`config.mk`:
```
export PLATFORM = sky130hd
export DESIGN_NAME = hamming7_decoder
export DESIGN_NICKNAME = d
export VERILOG_FILES = /design/src/rtl/hamming7_decoder.sv
export SDC_FILE = /design/constraint.sdc
export NUM_CORES = 1
export LEC_CHECK = 0
export ABC_AREA = 1
export BUFFER_PORTS_ARGS = -buffer_cell sky130_fd_sc_hd__buf_2
export CAP_MARGIN = 5
export CORE_ASPECT_RATIO = 0.75
export CORE_MARGIN = 3
export CORE_UTILIZATION = 35
export DETAILED_ROUTE_END_ITERATION = 6
export PLACE_DENSITY = 0.62
export SYNTH_ARGS = -nofsm -noshare
export SYNTH_HDL_FRONTEND = slang
export SYNTH_SLANG_ARGS = --single-unit
```
`constraint.sdc`:
```
create_clock -name clock -period 2.85 [get_ports clock]
set_input_delay 0.4275 -clock clock [delete_from_list [all_inputs] [get_ports clock]]
set_output_delay 0.4275 -clock clock [all_outputs]
set_load 0.01 [all_outputs]
```
`src/rtl/hamming7_decoder.sv`:
```
// hamming7_decoder
//   Two-stage pipelined Hamming(7,4) single-error-correcting decoder with a
//   saturating count of corrected words.
//
//   Code word layout (code_in[k-1] is position k):
//     pos 1 = p1, 2 = p2, 3 = d1, 4 = p3, 5 = d2, 6 = d3, 7 = d4
//   The syndrome {s3,s2,s1} directly names the flipped position (0 = clean).
//
// Ports
//   clock       rising-edge clock for all state
//   rst_n       asynchronous active-low reset
//   in_valid    code_in carries a word this cycle
//   code_in     received 7-bit code word
//   cnt_clear   synchronous clear of corr_count (wins over an increment)
//   out_valid   data_out / err_pos / err_flag are valid this cycle
//   data_out    corrected data, data_out[0..3] = d1..d4
//   err_flag    word had a nonzero syndrome and was corrected
//   err_pos     corrected position 1..7, 0 when clean
//   corr_count  saturating (255) count of corrected words

module hamming7_decoder (
  input  logic       clock,
  input  logic       rst_n,
  input  logic       in_valid,
  input  logic [6:0] code_in,
  input  logic       cnt_clear,
  output logic       out_valid,
  output logic [3:0] data_out,
  output logic       err_flag,
  output logic [2:0] err_pos,
  output logic [7:0] corr_count
);

  logic [2:0] syn;
  logic       s1_valid;
  logic [6:0] s1_code;
  logic [2:0] s1_syn;
  logic [6:0] flip_mask;
  logic [6:0] fixed_code;
  logic [3:0] fixed_data;
  logic       count_inc;

  // Syndrome of the incoming word.
  always_comb begin
    syn[0] = code_in[0] ^ code_in[2] ^ code_in[4] ^ code_in[6];
    syn[1] = code_in[1] ^ code_in[2] ^ code_in[5] ^ code_in[6];
    syn[2] = code_in[3] ^ code_in[4] ^ code_in[5] ^ code_in[6];
  end

  // Stage 1: capture word and syndrome; data registers hold while idle.
  always_ff @(posedge clock or negedge rst_n) begin
    if (!rst_n) begin
      s1_valid <= 1'b0;
      s1_code  <= '0;
      s1_syn   <= '0;
    end else begin
      s1_valid <= in_valid;
      if (in_valid) begin
        s1_code <= code_in;
        s1_syn  <= syn;
      end
    end
  end

  // Correction: invert the position named by the syndrome.
  always_comb begin
    flip_mask = '0;
    if (s1_syn != '0) begin
      flip_mask[s1_syn - 3'd1] = 1'b1;
    end
    fixed_code = s1_code ^ flip_mask;
    fixed_data = {fixed_code[6], fixed_code[5], fixed_code[4], fixed_code[2]};
  end

  assign count_inc = s1_valid && (s1_syn != '0);

  // Stage 2: outputs hold their last valid values while out_valid is low.
  always_ff @(posedge clock or negedge rst_n) begin
    if (!rst_n) begin
      out_valid <= 1'b0;
      data_out  <= '0;
      err_flag  <= 1'b0;
      err_pos   <= '0;
    end else begin
      out_valid <= s1_valid;
      if (s1_valid) begin
        data_out <= fixed_data;
        err_pos  <= s1_syn;
        err_flag <= (s1_syn != '0);
      end
    end
  end

  // Corrected-word counter; a clear in the same cycle drops that increment.
  always_ff @(posedge clock or negedge rst_n) begin
    if (!rst_n) begin
      corr_count <= '0;
    end else if (cnt_clear) begin
      corr_count <= '0;
    end else if (count_inc && (corr_count != '1)) begin
      corr_count <= corr_count + 8'd1;
    end
  end

endmodule

```
==> flow_summary_export.csv <==
group,metric,value,unit
detailed_routing,route.detailed.drc,0,
logic_synthesis,synth-main-ff-cell,"dfrtp_1",
detailed_routing,vias,1115,
logic_synthesis,synth.top_cells.by_count,"nand2_1 (49), dfrtp_1 (25), inv_1 (21)",
detailed_routing,first_pass_iters,4,
logic_synthesis,ys_ff_latch,25,
cells_and_area,num_antenna_cells,0,
cells_and_area,final_util,45.5,%
sta,final.setup.tns,0,ps
sta,rsz0062_at_grt,"false",
worst_hold_path,hp-class,"in2async",
setup_path,path_class,"reg2reg",
die,initial_core_util,38.8,%
outcome,outcome,"complete, no violations",
detailed_routing,met1_length,1660,µm
sta,period_minus_slack,1480,ps
place,dpl.hpwl,2200,µm
logic_synthesis,synthArstFlopShare,100,%
logic_synthesis,synth_top_cell_by_area,"dfrtp_1",
sta,layout_setup_ws,1370,ps
cells_and_area,area_growth,17.3,%
die,row_count,18,
logic_synthesis,yosysMostFrequentCell,"nand2_1",
sta,finalHoldViolations,0,
place,portBuffers,27,
die,dieArea,0.00469,mm²
sta,clock_skew,5.91,ps
detailed_routing,wl_met2,1010,µm
global_route,grt_pass1_wl,4800,µm
logic_synthesis,synthTopCellsByArea,"dfrtp_1 (46%), nand2_1 (13%), nand3_1 (6.6%), inv_1 (5.8%), o21ai_0 (5.1%)",
global_route,grt_start_max_net_pins,26,
setup_path,cp_max_fo,5,
logic_synthesis,seq_area_frac_synth,45.9,%
cells_and_area,fin_cells,253,
sta,slew_headroom,63.3,%
clocking,cts_buffer_depth,2,
logic_synthesis,synth.avg_cell_area,7.83,µm²
die,core-area,0.00351,mm²
clocking,cts-root-buf,"clkbuf_8",
cells_and_area,layout-drive-gt1-share,23.2,%
logic_synthesis,syn_nets,188,
sta,finalSetupViolCount,0,
flow_run,max_cap_violations,0,
die,die_w,78.0,µm
global_route,grt_util_all_layers,13.1,%
detailed_routing,top_layer,"met4",
global_route,antenna_found_initial,0,
clocking,cts_setup_buffers,0,
clocking,cts_made_buffers,3,
power_and_ir_drop,power_density,513,mW/mm²
setup_path,crit_path_end_kind,"register",
clocking,cts_max_level,1,
place,dpl_worst_slack,1400,ps
detailed_routing,wl_per_cell,11.1,µm
clocking,cts.repair.resized,0,
place,dp.cells,249,
logic_synthesis,synth_cell_types,21,
power_and_ir_drop,p_leak,0.848,nW
logic_synthesis,ys.warnings.count,0,
sta,whs,134,ps
clocking,ctsHoldBuffers,0,
clocking,cts_tree,"yes",
die,ios,28,
clocking,clk_latency,270,ps
logic_synthesis,synth_top_area_share,45.9,%
clocking,clk_pin_slew,90,ps
global_route,grt_remaining_overflow,0,
detailed_routing,post_drt_via_cell_ratio,4.41,
power_and_ir_drop,ir_drop,0.000332,V
sta,maxSlewViolCount,0,
setup_path,required,3010,ps
detailed_routing,wl_met3,108,µm
detailed_routing,wirelength,2800,µm
sta,post-route-period-util,51.9,%
place,gp_congestion,0.793,
logic_synthesis,syn_inst,174,
clocking,cts.sinks,25,
global_route,grt_pass1_vias,1007,
logic_synthesis,synth-edff-count,0,
setup_path,arrival,1640,ps
setup_path,worst_setup_path_start_kind,"register",
sta,fmax,0.676,GHz
sta,worstMarginPinSlew,551,ps
logic_synthesis,synth_area,0.00136,mm²
cells_and_area,final_nets,218,
detailed_routing,first_iter_violations,82,
detailed_routing,ant_nets,0,
die,die_h,60.0,µm
## worst paths after layout
| path | start | to | slack [ps] | cells after the start |
|---|---|---|---|---|
| max | s1_syn[0] | data_out[0] | 1370 | 8 |
| min | rst_n | corr_count[5] | 130 | 1 |
| max reg2reg | s1_syn[0] | data_out[0] | 1370 | 8 |
| min reg2reg | err_pos[1] | err_pos[1] | 490 | 2 |
| max in group asynchronous | rst_n | corr_count[2] | 2340 | 1 |
| min in group clock | cnt_clear | corr_count[1] | 370 | 2 |
## flip-flops by register name, summed over array words and instances (netlist names)
signal and flops:
corr_count 8, data_out 4, err_flag 1, err_pos 3, out_valid 1, s1_code 4, s1_syn 3, s1_valid 1
## cells in the final DEF (no fill, tap or decap), drive strengths merged
cell / synthesis / routed
a21oi: 2 / 2
buf: 1 / 27
clkbuf: 1 / 3
clkinv: 0 / 1
dfrtp: 25 / 25
ha: 3 / 3
inv: 24 / 24
nand2: 55 / 55
nand3: 19 / 19
nand4: 2 / 2
nor2: 18 / 18
nor3: 1 / 1
o21ai: 15 / 15
xnor2: 6 / 6
xor2: 2 / 2
## cell families (layout without fill, tap and decap cells)
group / count (synthesis) / after routing / share of synthesized area, %
flip-flops: 25 / 25 / 45.9
XOR/XNOR: 8 / 8 / 5.14
AND/OR/NAND/NOR: 95 / 95 / 31.9
adder cells (fa/ha/maj): 3 / 3 / 2.76
buffers and inverters: 26 / 55 / 7.25
AO/OA/AOI/OAI: 17 / 17 / 7.07
## per-stage QoR
step	cell area [µm²]	power, mW
floorplan	1360	0.547
global route	1600	0.879
CTS	1600	0.829
detailed placement	1550	0.619
finish	1600	0.820
global placement	1550	0.617
## report_power, final
| group | total (mW) | leakage [nW] | switching (mW) | internal [mW] |
|---|---|---|---|---|
| Clock | 0.209 | 0.0255 | 0.111 | 0.0977 |
| Sequential | 0.414 | 0.316 | 0.0242 | 0.390 |
| Combinational | 0.198 | 0.507 | 0.127 | 0.0712 |
## final cells by class
class | instances | area, µm²
inverters | 24 | 90.1
repair buffers | 27 | 135
fillers | 401 | 1920
clock inverters | 1 | 5.00
flip-flops and latches | 25 | 626
multi-input cells | 123 | 638
clock buffers | 3 | 41.3
well taps | 50 | 62.6
## routing by layer
metal  global-route usage, %  vias to the layer above
met5                       0                        -
met4                    2.24                        0
met3                    3.16                        2
met2                    17.0                       22
met1                    21.5                      483
li1                        -                      608
## worst max-delay path, cell delays in order (launching register included)
cell and delay, ps:
dfrtp_1 400, inv_1 140, ha_1 310, inv_1 70, nand3_1 140, nor2_1 120, nand2_1 60, nand3_1 70
nand2_1 50
(Power assumes the default switching activity.)
